`src/rtl/loa_mon_pkg.sv`:
```
// loa_mon_pkg: shared types and helpers for the LOA error monitor.
// Holds the FSM state encoding, default widths and a wide saturating adder.
package loa_mon_pkg;

  localparam int DEF_N     = 4;
  localparam int DEF_K     = 0;
  localparam int DEF_CNT_W = 16;
  localparam int DEF_ACC_W = 32;

  // Working width of the saturating adder; every statistic is zero-extended into it.
  localparam int SAT_W = 128;
  localparam logic [SAT_W-1:0] SAT_ONE = {{(SAT_W-1){1'b0}}, 1'b1};

  typedef enum logic [1:0] {
    ST_IDLE  = 2'd0,
    ST_RUN   = 2'd1,
    ST_DRAIN = 2'd2,
    ST_DONE  = 2'd3
  } mon_state_t;

  // Adds a and b, clamping the result to the all-ones value of a w-bit field.
  function automatic logic [SAT_W-1:0] sat_add(input logic [SAT_W-1:0] a,
                                              input logic [SAT_W-1:0] b,
                                              input int unsigned      w);
    logic [SAT_W:0] sum;
    logic [SAT_W:0] lim;
    sum = {1'b0, a} + {1'b0, b};
    lim = ({1'b0, SAT_ONE} << w) - {1'b0, SAT_ONE};
    if (sum > lim) begin
      sat_add = lim[SAT_W-1:0];
    end else begin
      sat_add = sum[SAT_W-1:0];
    end
  endfunction

endpackage

```
`src/rtl/loa_approx_sum.sv`:
```
// loa_approx_sum: combinational lower-part OR approximate adder.
// The low K bits are A|B; the upper N-K bits add normally with a carry-in
// taken from the AND of the top approximate bit pair (no carry when K=0).
module loa_approx_sum
  import loa_mon_pkg::*;
#(
  parameter int N = DEF_N,
  parameter int K = DEF_K
) (
  input  logic [N-1:0] i_A,
  input  logic [N-1:0] i_B,
  output logic [N:0]   o_Sum
);

  localparam logic [N:0] ONE_W   = {{N{1'b0}}, 1'b1};
  localparam logic [N:0] LO_MASK = (ONE_W << K) - ONE_W;

  logic         w_cin;
  logic [N-1:0] w_lo;
  logic [N-1:0] w_a_hi;
  logic [N-1:0] w_b_hi;
  logic [N:0]   w_hi_sum;

  generate
    if (K == 0) begin : g_no_cin
      assign w_cin = 1'b0;
    end else begin : g_cin
      assign w_cin = i_A[K-1] & i_B[K-1];
    end
  endgenerate

  // Split operands into OR-ed low part and exactly added high part, then recombine.
  always_comb begin
    w_lo     = (i_A | i_B) & LO_MASK[N-1:0];
    w_a_hi   = i_A >> K;
    w_b_hi   = i_B >> K;
    w_hi_sum = {1'b0, w_a_hi} + {1'b0, w_b_hi} + {{N{1'b0}}, w_cin};
    o_Sum    = (w_hi_sum << K) | {1'b0, w_lo};
  end

endmodule

```
`src/rtl/loa_error_monitor.sv`:
```
// loa_error_monitor: streaming error-statistics checker for LOA approximate adders.
// S1 captures exact and approximate sums of each accepted pair; S2 (the statistics
// registers) folds |exact - approx| into saturating counters two cycles after acceptance.
// Optional feature: define LOA_MON_SQERR_EN to add o_SqErrSum, a saturating sum of Err^2.
module loa_error_monitor
  import loa_mon_pkg::*;
#(
  parameter int N     = DEF_N,
  parameter int K     = DEF_K,
  parameter int CNT_W = DEF_CNT_W,
  parameter int ACC_W = DEF_ACC_W
) (
  input  logic             i_Clk,
  input  logic             i_Rst,
  input  logic             i_Start,
  input  logic [CNT_W-1:0] i_NumSamples,
  input  logic             i_Valid,
  output logic             o_Ready,
  input  logic [N-1:0]     i_A,
  input  logic [N-1:0]     i_B,
  output logic             o_Busy,
  output logic             o_Done,
  output logic [CNT_W-1:0] o_SampleCnt,
  output logic [CNT_W-1:0] o_ErrCnt,
  output logic [ACC_W-1:0] o_AbsErrSum,
  output logic [N:0]       o_MaxAbsErr
`ifdef LOA_MON_SQERR_EN
  ,
  output logic [2*ACC_W-1:0] o_SqErrSum
`endif
);

  localparam logic [CNT_W-1:0] CNT_ONE  = CNT_W'(1'b1);
  localparam logic [CNT_W-1:0] CNT_ZERO = CNT_W'(1'b0);
  localparam logic [N:0]       ERR_ZERO = {(N+1){1'b0}};

  mon_state_t       r_state;
  mon_state_t       w_next_state;
  logic [CNT_W-1:0] r_target;
  logic [CNT_W-1:0] r_accepted;
  logic             w_xfer;
  logic             w_start_ok;
  logic             w_last;

  logic             r_s1_valid;
  logic [N:0]       r_s1_exact;
  logic [N:0]       r_s1_approx;
  logic [N:0]       w_exact;
  logic [N:0]       w_approx;
  logic [N:0]       w_abs;

  logic [CNT_W-1:0] r_sample_cnt;
  logic [CNT_W-1:0] r_err_cnt;
  logic [ACC_W-1:0] r_abs_sum;
  logic [N:0]       r_max_abs;

  assign w_exact    = {1'b0, i_A} + {1'b0, i_B};
  assign w_xfer     = i_Valid & o_Ready;
  assign w_start_ok = i_Start & ((r_state == ST_IDLE) | (r_state == ST_DONE));
  assign w_last     = w_xfer & (r_accepted == (r_target - CNT_ONE));

  loa_approx_sum #(
    .N (N),
    .K (K)
  ) u_approx (
    .i_A   (i_A),
    .i_B   (i_B),
    .o_Sum (w_approx)
  );

  // FSM state register.
  always_ff @(posedge i_Clk) begin
    if (i_Rst) begin
      r_state <= ST_IDLE;
    end else begin
      r_state <= w_next_state;
    end
  end

  // FSM next-state logic; DRAIN ends once S1 is empty because S2 commits on capture.
  always_comb begin
    w_next_state = r_state;
    case (r_state)
      ST_IDLE, ST_DONE: begin
        if (i_Start) begin
          if (i_NumSamples == CNT_ZERO) begin
            w_next_state = ST_DONE;
          end else begin
            w_next_state = ST_RUN;
          end
        end else begin
          w_next_state = r_state;
        end
      end
      ST_RUN: begin
        if (w_last) begin
          w_next_state = ST_DRAIN;
        end else begin
          w_next_state = ST_RUN;
        end
      end
      ST_DRAIN: begin
        if (!r_s1_valid) begin
          w_next_state = ST_DONE;
        end else begin
          w_next_state = ST_DRAIN;
        end
      end
      default: w_next_state = ST_IDLE;
    endcase
  end

  // FSM outputs decoded from the state register.
  always_comb begin
    o_Ready = 1'b0;
    o_Busy  = 1'b0;
    o_Done  = 1'b0;
    case (r_state)
      ST_IDLE:  o_Ready = 1'b0;
      ST_RUN: begin
        o_Ready = 1'b1;
        o_Busy  = 1'b1;
      end
      ST_DRAIN: o_Busy = 1'b1;
      ST_DONE:  o_Done = 1'b1;
      default:  o_Done = 1'b0;
    endcase
  end

  // Run target latched on start, acceptance counter stepped on every transfer.
  always_ff @(posedge i_Clk) begin
    if (i_Rst) begin
      r_target   <= CNT_ZERO;
      r_accepted <= CNT_ZERO;
    end else if (w_start_ok) begin
      r_target   <= i_NumSamples;
      r_accepted <= CNT_ZERO;
    end else if (w_xfer) begin
      r_accepted <= r_accepted + CNT_ONE;
    end
  end

  // S1: capture exact and approximate sums of each accepted pair.
  always_ff @(posedge i_Clk) begin
    if (i_Rst) begin
      r_s1_valid  <= 1'b0;
      r_s1_exact  <= ERR_ZERO;
      r_s1_approx <= ERR_ZERO;
    end else if (w_start_ok) begin
      r_s1_valid  <= 1'b0;
    end else begin
      r_s1_valid <= w_xfer;
      if (w_xfer) begin
        r_s1_exact  <= w_exact;
        r_s1_approx <= w_approx;
      end
    end
  end

  // Magnitude of the signed error, formed without a sign bit.
  always_comb begin
    if (r_s1_exact >= r_s1_approx) begin
      w_abs = r_s1_exact - r_s1_approx;
    end else begin
      w_abs = r_s1_approx - r_s1_exact;
    end
  end

  // S2: fold the S1 error into the saturating statistics.
  always_ff @(posedge i_Clk) begin
    if (i_Rst || w_start_ok) begin
      r_sample_cnt <= CNT_ZERO;
      r_err_cnt    <= CNT_ZERO;
      r_abs_sum    <= {ACC_W{1'b0}};
      r_max_abs    <= ERR_ZERO;
    end else if (r_s1_valid) begin
      r_sample_cnt <= CNT_W'(sat_add(SAT_W'(r_sample_cnt), SAT_ONE, CNT_W));
      if (w_abs != ERR_ZERO) begin
        r_err_cnt <= CNT_W'(sat_add(SAT_W'(r_err_cnt), SAT_ONE, CNT_W));
      end
      r_abs_sum <= ACC_W'(sat_add(SAT_W'(r_abs_sum), SAT_W'(w_abs), ACC_W));
      if (w_abs > r_max_abs) begin
        r_max_abs <= w_abs;
      end
    end
  end

  assign o_SampleCnt = r_sample_cnt;
  assign o_ErrCnt    = r_err_cnt;
  assign o_AbsErrSum = r_abs_sum;
  assign o_MaxAbsErr = r_max_abs;

`ifdef LOA_MON_SQERR_EN
  logic [2*N+1:0]   w_sq;
  logic [2*ACC_W-1:0] r_sq_sum;

  assign w_sq = {{(N+1){1'b0}}, w_abs} * {{(N+1){1'b0}}, w_abs};

  // S2 companion: saturating sum of squared errors, same timing as the abs sum.
  always_ff @(posedge i_Clk) begin
    if (i_Rst || w_start_ok) begin
      r_sq_sum <= {(2*ACC_W){1'b0}};
    end else if (r_s1_valid) begin
      r_sq_sum <= (2*ACC_W)'(sat_add(SAT_W'(r_sq_sum), SAT_W'(w_sq), 2*ACC_W));
    end
  end

  assign o_SqErrSum = r_sq_sum;
`endif

endmodule

```
`config.mk`:
```
export PLATFORM = sky130hd
export DESIGN_NAME = loa_error_monitor
export DESIGN_NICKNAME = d
export VERILOG_FILES = /design/src/rtl/loa_mon_pkg.sv /design/src/rtl/loa_approx_sum.sv /design/src/rtl/loa_error_monitor.sv
export SDC_FILE = /design/constraint.sdc
export NUM_CORES = 1
export LEC_CHECK = 0
export BUFFER_PORTS_ARGS = -buffer_cell sky130_fd_sc_hd__buf_2
export CAP_MARGIN = 5
export CELL_PAD_IN_SITES_DETAIL_PLACEMENT = 0
export CELL_PAD_IN_SITES_GLOBAL_PLACEMENT = 1
export CORE_MARGIN = 5
export CORE_UTILIZATION = 40
export CTS_BUF_LIST = sky130_fd_sc_hd__clkbuf_8
export DETAILED_ROUTE_END_ITERATION = 7
export HOLD_SLACK_MARGIN = 0.05
export PLACE_DENSITY_LB_ADDON = 0.1
export RECOVER_POWER = 25
export SETUP_SLACK_MARGIN = 0.2
export SYNTH_ARGS = -nofsm -noshare
export SYNTH_HDL_FRONTEND = slang
export SYNTH_HIERARCHICAL = 1
export SYNTH_SLANG_ARGS = --single-unit
```
`constraint.sdc`:
```
create_clock -name i_Clk -period 3.4 [get_ports i_Clk]
set_input_delay 0.68 -clock i_Clk [delete_from_list [all_inputs] [get_ports i_Clk]]
set_output_delay 0.68 -clock i_Clk [all_outputs]
set_load 0.03 [all_outputs]
```
== Word-level counts from Yosys, hierarchy flattened ==
Cells that the tools add are included.
W data, S select, Z words.

* Flip-flop bits (word level): 109
* Input bits: 28
* Output and inout bits: 72

* Add/sub/neg operators: 7
* Magnitude comparators: 4
* Equality and inequality tests: 5
* Muxes and demuxes: 11
* Bitwise gates (word level): 5
* Reductions and logical operators: 10

{| class="wikitable"
|+ Operators by type and width
! kind !! count
|-
| $add A16 B1 Y17 const B || 2
|-
| $gt A17 B16 Y1 const B || 2
|-
| $add A32 B5 Y33 || 1
|-
| $gt A33 B32 Y1 const B || 1
|-
| $mux W16 || 2
|-
| $mux W32 || 1
|-
| $add A16 B1 Y16 const B || 1
|-
| $eq A16 B16 Y1 || 1
|-
| $logic_not A16 Y1 || 1
|-
| $sub A16 B1 Y16 const B || 1
|-
| $mux W2 || 3
|-
| $pmux W2 S3 || 1
|-
| $reduce_and A2 Y1 || 3
|-
| $reduce_or A2 Y1 || 3
|-
| $add A4 B4 Y5 || 1
|-
| $gt A5 B5 Y1 || 1
|-
| $reduce_bool A5 Y1 || 1
|-
| $sub A5 B5 Y5 || 1
|-
| $eq A2 B2 Y1 const B || 2
|-
| $mux W1 || 4
|-
| $and A1 B1 Y1 || 3
|-
| $eq A2 B1 Y1 const B || 1
|-
| $logic_not A2 Y1 || 1
|-
| $ne A2 B2 Y1 const B || 1
|-
| 3 further kinds || 3
|}

== Longest topological paths before layout ==
Gate-level depths: netlist (run 1).

* Depth after elaboration: 6
* Gate-level depth with buffers: 18

== By module ==
The synthesis (run 1) kept the hierarchy.

{| class="wikitable"
|+ By module, submodules not included
! module !! instances !! cells each !! area each (µm²) !! seq. area each (µm²)
|-
| loa_error_monitor || 1 || 837 || 6608.8 || 2282.2
|-
| loa_approx_sum || 1 || 16 || 136.4 || 0.0
|}

== Least setup slack after synthesis (run 1) ==
OpenSTA, ideal clock, no wires.

* Path kind: reg-to-reg
* Start point: register r_s1_exact[3]
* End point: register r_abs_sum[5], in the netlist o_AbsErrSum[5]
* Library setup time: 0.128 ns
* Arrival time: 3.507 ns
* Data required time: 3.272 ns
* Slack: -0.235 ns
* Cell stages (with the launch flop): 18
* Path buffers: 2
* Clock period less this slack: 3.635 ns
* Path through: dfxtp_1 > inv_1 > ha_1 > clkbuf_1 > a41o_1 > nor2_1 > a21oi_1 > mux2_2 > fa_1 > a21oi_1 > o21bai_1 > a21oi_1 > nor4_1 > clkbuf_1 > nor2_1 > nand2_1 > a21oi_1 > nor2_1

* Word-level cells in the longest chain between the ends: 4

{| class="wikitable"
|+ Ends and longest elaborated chain
! element !! line !! source
|-
| start: declaration || loa_error_monitor.sv:46 || <nowiki>logic [N:0] r_s1_exact;</nowiki>
|-
| start signal: assignment || loa_error_monitor.sv:154 || <nowiki>r_s1_exact <= w_exact;</nowiki>
|-
| $sub A5 B5 Y5 * || loa_error_monitor.sv:165 || <nowiki>w_abs = r_s1_approx - r_s1_exact;</nowiki>
|-
| $add A32 B5 Y33 * || loa_mon_pkg.sv:27 || <nowiki>sum = {1'b0, a} + {1'b0, b};</nowiki>
|-
| $gt A33 B32 Y1 || loa_mon_pkg.sv:29 || <nowiki>if (sum > lim) begin</nowiki>
|-
| $mux W32 * || loa_mon_pkg.sv:29 ||
|-
| end signal: assignment || loa_error_monitor.sv:174 || <nowiki>r_abs_sum <= {ACC_W{1'b0}};</nowiki>
|-
| end signal: assignment || loa_error_monitor.sv:181 || <nowiki>r_abs_sum <= ACC_W'(sat_add(SAT_W'(r_abs_sum), SAT_W'(w_abs), ACC_W));</nowiki>
|-
| end: declaration || loa_error_monitor.sv:54 || <nowiki>logic [ACC_W-1:0] r_abs_sum;</nowiki>
|}

Every way passes the cells marked *; elsewhere a longest branch is shown, timed or not.
A chain may end at the register's enable or synchronous reset.

== Final worst setup path (run 1) ==
* Start point: register r_s1_exact[2]
* End point: register r_abs_sum[20], in the netlist o_AbsErrSum[20]

* Word-level cells in the longest chain between the ends: 4

{| class="wikitable"
|+ Ends and longest elaborated chain
! element !! line !! source
|-
| $sub A5 B5 Y5 * || loa_error_monitor.sv:165 ||
|-
| net w_abs[2] || loa_error_monitor.sv:50 || <nowiki>logic [N:0] w_abs;</nowiki>
|-
| $add A32 B5 Y33 * || loa_mon_pkg.sv:27 ||
|-
| $gt A33 B32 Y1 || loa_mon_pkg.sv:29 ||
|-
| $mux W32 * || loa_mon_pkg.sv:29 ||
|}

Mark *: on every way through the listed nets, which the timed path passes. The rest lies on a longest branch.

==> results of run 1 <==
[cells in the mapped netlist (all sizes together) (13+ instances only)]
master,instances,area (µm²)
nor3,25,130
xnor2,21,184
dfxtp,114,2280
nand2,103,387
nor2,75,282
nand4,13,87.6
clkbuf,32,120
inv,40,150
xor2,20,175
a31oi,19,119
nand2b,13,88.8
nor4,13,81.3
a311oi,20,175
and3,22,138
ha,36,450
o21ai,41,209
a21oi,83,419
a211oi,19,143
nand3,22,110
[sequential cells by signal, indices dropped and copies added, names as in the netlist]
register,flops
o_AbsErrSum,32
o_ErrCnt,16
o_MaxAbsErr,5
o_SampleCnt,16
r_accepted,16
r_s1_approx,5
r_s1_exact,5
r_s1_valid,1
r_state,2
r_target,16
[layout make-up]
cell class,count,area (µm²),area share (%)
Clock inverter,15,144,1.73
Tap cell,220,275,3.31
Inverter,40,150,1.80
Sequential cell,114,2290,27.5
Clock buffer,17,234,2.81
Multi-Input combinational cell,658,4390,52.7
Timing Repair Buffer,148,843,10.1
[per-stage QoR]
stage	instance area [µm²]	worst slack [ns]	hold slack (ns)
floorplan	6830	0.188	0.436
global placement	7630	0.166	0.449
detailed placement	7630	-0.0134	0.455
CTS	8210	0.186	0.456
global route	8330	-0.0220	0.475
finish	8330	0.165	0.471
[metal layers]
metal / part of all wire, % / global-route usage [%] / wire (µm)
met1: 47 / 25.2 / 8770
met3: 5.6 / 4.05 / 1050
met5: 0 / 0 / 0
met4: 1.3 / 5.51 / 248
met2: 46 / 29.2 / 8460
[cells in the final DEF (no fill, tap or decap), types with 4 or more instances in the layout]
master	Yosys	layout
a41oi_1	7	6
nand2b_1	12	10
a31oi_1	19	19
nand3b_1	5	5
a21oi_1	82	74
and3_1	22	21
buf_4	0	44
a21oi_2	1	8
nor3_1	24	23
nand4_1	12	12
nor2b_1	6	5
o21ai_1	2	4
dfxtp_2	0	6
xnor2_1	21	21
nand2_1	103	102
ha_4	0	5
xor2_1	20	20
nor2_2	0	4
clkinv_2	0	7
o21a_1	12	12
clkbuf_8	0	17
inv_1	40	37
nor4_1	13	10
and2_1	8	6
buf_2	5	54
a211oi_1	19	18
o21ai_0	38	35
a311oi_1	20	19
a21o_1	8	7
nor2_1	75	69
clkbuf_1	32	45
dfxtp_1	114	107
ha_1	36	30
mux2i_1	6	6
or3_1	10	10
nand3_1	22	21
[final timing paths]
path / startpoint / end / slack [ns] / depth (start not counted)
worst max register to register: r_s1_exact[2] / o_AbsErrSum[20] / 0.17 / 15
worst min register to register: r_s1_approx[4] / r_s1_approx[4] / 0.47 / 2
worst min-delay path: r_s1_approx[4] / r_s1_approx[4] / 0.47 / 2
worst max-delay path: r_s1_exact[2] / o_AbsErrSum[20] / 0.17 / 15
[what timing repair did]
| action | CTS | global route |
|---|---|---|
| cloned | 0 | 0 |
| setup buffers | 11 | 11 |
| setup endpoints to repair | 48 | 51 |
| pin swaps | 16 | 18 |
| resized for setup | 26 | 22 |
| hold buffers | 0 | 0 |
[power by group]
group | leakage, nW | switching [W] | total (W) | internal, W
Clock | 0.191 | 0.000589 | 0.00123 | 0.000642
Sequential | 0.925 | 0.000106 | 0.00154 | 0.00143
Combinational | 1.98 | 0.00115 | 0.00202 | 0.000867
[cells by family after synthesis]
group,after synthesis,synth area share [%]
compound gates,234,22.2
xor+xnor,41,5.32
fa+ha+maj,41,8.16
buf+inv,81,4.71
flops,114,33.8
mux,8,1.22
simple gates,334,24.6
[critical path, stage by stage, from the launching register on]
cell and delay, ns:
dfxtp_4 0.35, inv_2 0.04, ha_4 0.28, a41o_1 0.23
nor2_2 0.06, a21oi_2 0.18, mux2i_1 0.23, xnor2_1 0.13
ha_2 0.36, a21oi_2 0.06, o21bai_1 0.23, a21oi_2 0.12
buf_6 0.14, or3_1 0.47, o21ai_0 0.20, nor2_1 0.05
==> flow_summary.toml, run 1 <==
[status]
status = "finished, final reports clean"

[global_route]
grt_max_degree = 70
grt_pass1_wl_um = 30400
antenna_found_initial = 0
grt-ovfl-total = 0
first_global_vias = 6209
grt_usage_pct = 18.4

[logic_synthesis]
async_flop_share_pct = 0
synth-seq-area-share_pct = 33.8
synth_flop_cell = "dfxtp_1"
netlist_area_mm2 = 0.00675
postSynthNetCount = 922
yosys_warnings = 6
synth-seq-cells = 114
synth_cells = 853
ys_types = 65
synth_edf_count = 0
syn_avg_cell_area_um2 = 7.91

[drt]
dr_total_vias = 6680
wl_um = 18500
drt_first_pass_iters = 5
wl_per_cell_um = 15.3
antenna_left = 0
drt-initial-drc-count = 437
drc = 0
viasPerCell = 5.51

[sta]
period_needed_ns = 3.23
clock.fmax_mhz = 309
maxSlewHeadroom_pct = 39.0
rsz0062_at_grt = "yes"
slew_violations = 0
hold_viol = 0
tightest_slew_ns = 0.914
post-route-period-util_pct = 95.1
skew_ns = 0.0146
setup_violations = 0
setup_tns_ns = 0

[critical_path]
setup.worst_path.end_class = "register"
path_class = "register to register"
startpoint_type = "register"
worstPathArrival_ns = 3.58
crit_required_ns = 3.74
path_max_fanout = 6

[pwr]
p_per_area_mw_per_mm2 = 575
cellLeakagePower_nw = 3.09
irDropWorstVdd_mv = 0.609
finalPower_w = 0.00479

[clock_network]
clk_latency_ns = 0.44
path_clk_slew_ns = 0.08
numCtsBuffers = 17
cts-root-buf = "clkbuf_8"
clk_path_buf_depth = 2
cts_htree_levels = 4
tritoncts = "done"
cts_sinks = 114

[finish]
num_antenna_cells = 0
nets = 1048
synthToLayoutAreaGrowth_pct = 23.5
nFillCells = 1669
drive_gt1_share_pct = 20.2
stdcell_count = 1212
final_util_pct = 50.2

[die]
initial_utilization_pct = 40.7
die_area_mm2 = 0.0196
chipHeight_um = 140
coreArea_mm2 = 0.0166
rows = 47
io_pins = 100
die_w_um = 140

[place]
place_inst = 1158
hpwl_um = 13200
port-buffer-count = 99
place_congestion = 0.822

[min_path]
hold_path_class = "register to register"

[job]
cap_violations = 0
Note: power is estimated with default switching activity, not from simulation.
==> run 2: changes to the inputs <==
==> constraint.sdc (replaced) <==
create_clock -name i_Clk -period 2.7 [get_ports i_Clk]
set_input_delay 0.54 -clock i_Clk [delete_from_list [all_inputs] [get_ports i_Clk]]
set_output_delay 0.54 -clock i_Clk [all_outputs]
set_load 0.03 [all_outputs]
==> run 2 against run 1 <==
The run now ends with negative setup slack left. Worst setup slack got worse by 0.64 ns. Sequential share of layout area shrank 3.4 points. Register-to-register slack worse by 0.64 ns. Non-clock buffer count grew 81. Sequential cell count is the same. Wire length increased by 11%. Core utilization up 7.4 points. Final area increased by 15%. Sequential power increased by 25%. Largest cell class unchanged.
==> flow_summary.toml, run 2 (synthesized netlist as in run 1, its figures left out) <==
[drt]
drt-initial-drc-count = 376
drc = 0
wl_per_cell_um = 15.9
drt_first_pass_iters = 5
wl_um = 20500
antenna_left = 0
dr_total_vias = 7060
viasPerCell = 5.46

[clock_network]
tritoncts = "done"
cts-root-buf = "clkbuf_8"
path_clk_slew_ns = 0.07
cts_htree_levels = 4
numCtsBuffers = 17
clk_path_buf_depth = 2
clk_latency_ns = 0.44
cts_sinks = 114

[global_route]
grt_pass1_wl_um = 33800
grt-ovfl-total = 0
grt_max_degree = 42
antenna_found_initial = 0
grt_usage_pct = 20.6
first_global_vias = 6974

[sta]
skew_ns = 0.0137
hold_viol = 0
maxSlewHeadroom_pct = 57.5
setup_tns_ns = -21.57
setup_violations = 53
slew_violations = 0
hold-worst-slack_ns = 0.348
period_needed_ns = 3.18
tightest_slew_ns = 0.637
rsz0062_at_grt = "yes"
clock.fmax_mhz = 315
fin_ws_ns = -0.476
post-route-period-util_pct = 118

[critical_path]
crit_path_frequent_cell = "a21oi_2"
crit_required_ns = 3.04
setup.worst_path.end_class = "register"
worstPathArrival_ns = 3.52
crit_start = "r_s1_exact[1]"
critPathMaxStageDelay_ns = 0.37
path_class = "register to register"
path_cells = "inv_2 -> ha_4 -> nor2b_4 -> o31ai_2 -> a21oi_2 -> mux2_4 -> fa_2 -> a21oi_2 -> o21bai_2 -> a21oi_4 -> buf_4 -> nor3_2 -> buf_4 -> buf_12 -> a21oi_2 -> nor2_1"
worstReg2RegStart = "r_s1_exact[1]"
crit_family = "compound AO/OA/AOI/OAI gates"
critPathBufInv = 4
r2r_slack_ns = -0.48
startpoint_type = "register"
cp_slowest_cell = "fa_2"
path_max_fanout = 4

[finish]
layout.cells.most_common = "buf_4"
final_util_pct = 57.6
layout_common_cells = "buf_4, nand2_1, dfxtp_1"
drive_gt1_share_pct = 34.4
nets = 1130
synthToLayoutAreaGrowth_pct = 41.7
multi_input_area_mm2 = 0.00483
postLayoutCellArea_mm2 = 0.00956
largest_reg_flops = 32
nFillCells = 1573
seqCellArea_mm2 = 0.00230
num_antenna_cells = 0

[job]
cap_violations = 0

[die]
rows = 47
die_area_mm2 = 0.0196
io_pins = 100
coreArea_mm2 = 0.0166
chipHeight_um = 140
initial_utilization_pct = 40.7
die_w_um = 140

[pwr]
cellLeakagePower_nw = 3.74
p_per_area_mw_per_mm2 = 743
irDropWorstVdd_mv = 0.574

[place]
post_dp_cell_area_mm2 = 0.00824
hpwl_um = 14200
port-buffer-count = 99
place_congestion = 0.848

[status]
status = "finished with violations"
violations = "negative setup slack"

[min_path]
holdCritStartpoint = "i_NumSamples[13]"
hold_path_class = "input port to register"
==> run 2: changes by cell type in the layout (fill, tap and decap cells not counted), moves of 6 or more <==
cell / previous run / this run
a211oi_2: 1 / 11
buf_6: 3 / 17
a211oi_1: 18 / 8
a21oi_2: 8 / 22
buf_4: 44 / 107
nor2_1: 69 / 62
a311oi_1: 19 / 11
a21oi_1: 74 / 56
o21ai_0: 35 / 29
clkbuf_1: 45 / 33
buf_2: 54 / 66
a311oi_2: 1 / 8
dfxtp_1: 107 / 101
==> run 2: repair_timing <==
item / in CTS / in global routing
pin swaps: 49 / 27
resized for setup: 112 / 47
endpoints found under the setup margin: 55 / 62
setup buffers: 23 / 5
gates cloned: 4 / 0
hold buffers: 0 / 0
==> run 2: path summary, 6_finish.rpt <==
path / cells past startpoint / to
worst max register to register: 16 / o_AbsErrSum[20]
worst min register to register: 2 / r_target[15]
worst min-delay path: 3 / r_target[13]
worst max-delay path: 16 / o_AbsErrSum[20]
==> run 2: layout make-up <==
type	instances	area share, %
flip-flops and latches	114	24.1
inverters	40	1.57
repair buffers	229	16.3
clock buffers	19	2.74
clock inverters	11	1.95
well taps	220	2.88
multi-input cells	659	50.5
==> run 2: routing by layer <==
| layer | vias to the layer above | wire, µm | global-route usage, % |
|---|---|---|---|
| li1 | 3500 | - | - |
| met1 | 3366 | 9520 | 27.2 |
| met2 | 166 | 9750 | 34.5 |
| met4 | 0 | 370 | 6.43 |
| met3 | 28 | 860 | 3.46 |
| met5 | - | 0 | 0 |
==> run 2: tightest hold or removal path, cell delays in order <==
cell and delay (ns):
buf_2 0.10, nand2_1 0.05, a21oi_1 0.05
==> run 2: metrics by stage <==
stage          instances  total power, W  setup WS [ns]
3_5_place_dp        1230         0.00463         -0.655
5_1_grt             1292         0.00755         -0.661
4_1_cts             1287         0.00695         -0.463
2_1_floorplan        853         0.00374         -0.510
3_3_place_gp        1230         0.00454         -0.515
6_report            1292         0.00710         -0.476
==> run 2: report_power, final <==
group          total (W)  internal [W]  switching, W  leakage (nW)
sequential       0.00192       0.00181      0.000117         0.929
combinational    0.00334       0.00158       0.00177          2.59
clock            0.00183       0.00113      0.000705         0.221
total            0.00710       0.00451       0.00259          3.74
==> run 3: changes to the inputs <==
--- a/config.mk
+++ b/config.mk
@@ -6,7 +6,6 @@
 export NUM_CORES = 1
 export LEC_CHECK = 0
 export BUFFER_PORTS_ARGS = -buffer_cell sky130_fd_sc_hd__buf_2
-export CAP_MARGIN = 5
 export CELL_PAD_IN_SITES_DETAIL_PLACEMENT = 0
 export CELL_PAD_IN_SITES_GLOBAL_PLACEMENT = 1
 export CORE_MARGIN = 5
@@ -15,7 +14,7 @@
 export DETAILED_ROUTE_END_ITERATION = 7
 export HOLD_SLACK_MARGIN = 0.05
 export PLACE_DENSITY_LB_ADDON = 0.1
-export RECOVER_POWER = 25
+export RECOVER_POWER = 50
 export SETUP_SLACK_MARGIN = 0.2
 export SYNTH_ARGS = -nofsm -noshare
 export SYNTH_HDL_FRONTEND = slang
==> run 3 against run 2 <==
The run still ends with negative setup slack left. Total power barely moved. Combinational power barely moved. Final cell count did not move. Final area fell by 0.37%. Via count fell by 0.14%. Clock power barely moved. Wire length barely moved. Worst setup slack got worse by 0.0013 ns. Clock skew fell by 0.0011 ns. Die area did not move. Largest cell class unchanged.
==> flow_summary.toml, run 3 (synthesized netlist as in run 1, its figures left out) <==
[min_path]
hold_path_class = "input port to register"

[die]
io_pins = 100
rows = 47
chipHeight_um = 140
die_w_um = 140
die_area_mm2 = 0.0196
initial_utilization_pct = 40.7
coreArea_mm2 = 0.0166

[global_route]
first_global_vias = 6974
grt-ovfl-total = 0
grt_max_degree = 42
grt_pass1_wl_um = 33800
grt_usage_pct = 20.6
antenna_found_initial = 0

[sta]
maxSlewHeadroom_pct = 57.8
slew_violations = 0
post-route-period-util_pct = 118
skew_ns = 0.0126
hold_viol = 0
tightest_slew_ns = 0.632
period_needed_ns = 3.18
setup_violations = 53
fin_ws_ns = -0.478
clock.fmax_mhz = 315
rsz0062_at_grt = "yes"

[critical_path]
worstRegToRegCells = 16
path_class = "register to register"
r2r_slack_ns = -0.48
cp_slowest_cell = "fa_2"
path_depth = 16
worstPathArrival_ns = 3.52
crit_required_ns = 3.04
critPathMaxStageDelay_ns = 0.37
critPathBufInv = 4
crit_path_end = "o_AbsErrSum[20]"
path_cells = "inv_2 -> ha_4 -> nor2b_4 -> o31ai_2 -> a21oi_2 -> mux2_4 -> fa_2 -> a21oi_2 -> o21bai_2 -> a21oi_4 -> buf_4 -> nor3_2 -> buf_4 -> buf_12 -> a21oi_2 -> nor2_1"
startpoint_type = "register"
setup.worst_path.end_class = "register"
path_max_fanout = 4
crit_path_frequent_cell = "a21oi_2"
crit_start = "r_s1_exact[1]"
worstReg2RegStart = "r_s1_exact[1]"
crit_family = "compound AO/OA/AOI/OAI gates"
worstReg2RegEnd = "o_AbsErrSum[20]"

[place]
hpwl_um = 14200
place_inst = 1230
place_congestion = 0.848
port-buffer-count = 99

[clock_network]
cts_htree_levels = 4
tritoncts = "done"
clk_latency_ns = 0.44
path_clk_slew_ns = 0.07
ctsHoldBuffers = 0
cts-root-buf = "clkbuf_8"
numCtsBuffers = 17
clk_path_buf_depth = 2
cts_sinks = 114

[drt]
antenna_left = 0
wl_per_cell_um = 15.9
drt_first_pass_iters = 5
drc = 0
drt-initial-drc-count = 357
wl_um = 20500
dr_total_vias = 7050
viasPerCell = 5.46

[pwr]
cellLeakagePower_nw = 3.61
p_per_area_mw_per_mm2 = 745
irDropWorstVdd_mv = 0.573

[status]
violations = "negative setup slack"
status = "finished with violations"

[finish]
largest_reg_flops = 32
layout.cells.most_common = "buf_4"
final_util_pct = 57.4
num_antenna_cells = 0
nets = 1130
stdcell_count = 1292
synthToLayoutAreaGrowth_pct = 41.2
drive_gt1_share_pct = 31.8
layout_common_cells = "buf_4, nand2_1, dfxtp_1"

[job]
cap_violations = 0
## run 3: cell count changes in the layout (fill, tap and decap cells not counted)
cell / before / now
buf_2: 66 / 38
clkbuf_1: 33 / 61
and2_1: 7 / 6
and2_0: 0 / 1
## run 3: tightest hold or removal path: stages
cell and delay (ns):
buf_2 0.10, nand2_1 0.05, a21oi_1 0.05
## run 3: layer usage
layer	vias up	track usage, %	wire length (µm)
met5	-	0	0
met4	0	6.43	357
met3	26	3.46	849
met2	153	34.5	9750
met1	3370	27.2	9530
li1	3501	-	-
## run 3: metrics by stage
stage                     setup slack [ns]  hold WS (ns)  power, W  instance area, µm²  TNS [ns]
after detailed placement            -0.655         0.469   0.00463                8240    -24.32
after CTS                           -0.463         0.318   0.00695                9340    -19.50
after global routing                -0.661         0.322   0.00755                9520    -30.92
after floorplan                     -0.510         0.436   0.00374                6900    -13.40
final                               -0.478         0.347   0.00710                9520    -21.58
after global placement              -0.515         0.453   0.00454                8240    -19.58
## run 3: worst min path at each step
stage | slack, ns | to | depth (start not counted) | start
2_1_floorplan | 0.44 | r_s1_approx[4] | 2 | r_s1_approx[4]
3_3_place_gp | 0.45 | r_s1_approx[4] | 2 | r_s1_approx[4]
3_5_place_dp | 0.47 | r_target[15] | 2 | r_target[15]
4_1_cts | 0.32 | r_target[13] | 3 | i_NumSamples[13]
5_1_grt | 0.32 | r_target[13] | 3 | i_NumSamples[13]
6_report | 0.35 | r_target[13] | 3 | i_NumSamples[13]
## run 3: timing repair
item                                    CTS  global route
setup buffers                            23             5
gates resized for setup                 112            47
hold endpoints to repair                  0             0
gates cloned                              4             0
endpoints found under the setup margin   55            62
pin swaps                                49            27
## run 3: final cells by class
| cell class | instances | area, µm² |
|---|---|---|
| clock buffer | 19 | 262 |
| clock inverter | 11 | 186 |
| fill | 1589 | 7060 |
| inverter | 40 | 150 |
| multi-input combinational | 659 | 4830 |
| sequential | 114 | 2300 |
| tap | 220 | 275 |
| timing repair buffer | 229 | 1520 |
## run 3: where the power goes
group / leakage [nW] / switching, W / internal, W
Clock: 0.221 / 0.000702 / 0.00113
Sequential: 0.929 / 0.000117 / 0.00181
Combinational: 2.46 / 0.00177 / 0.00157
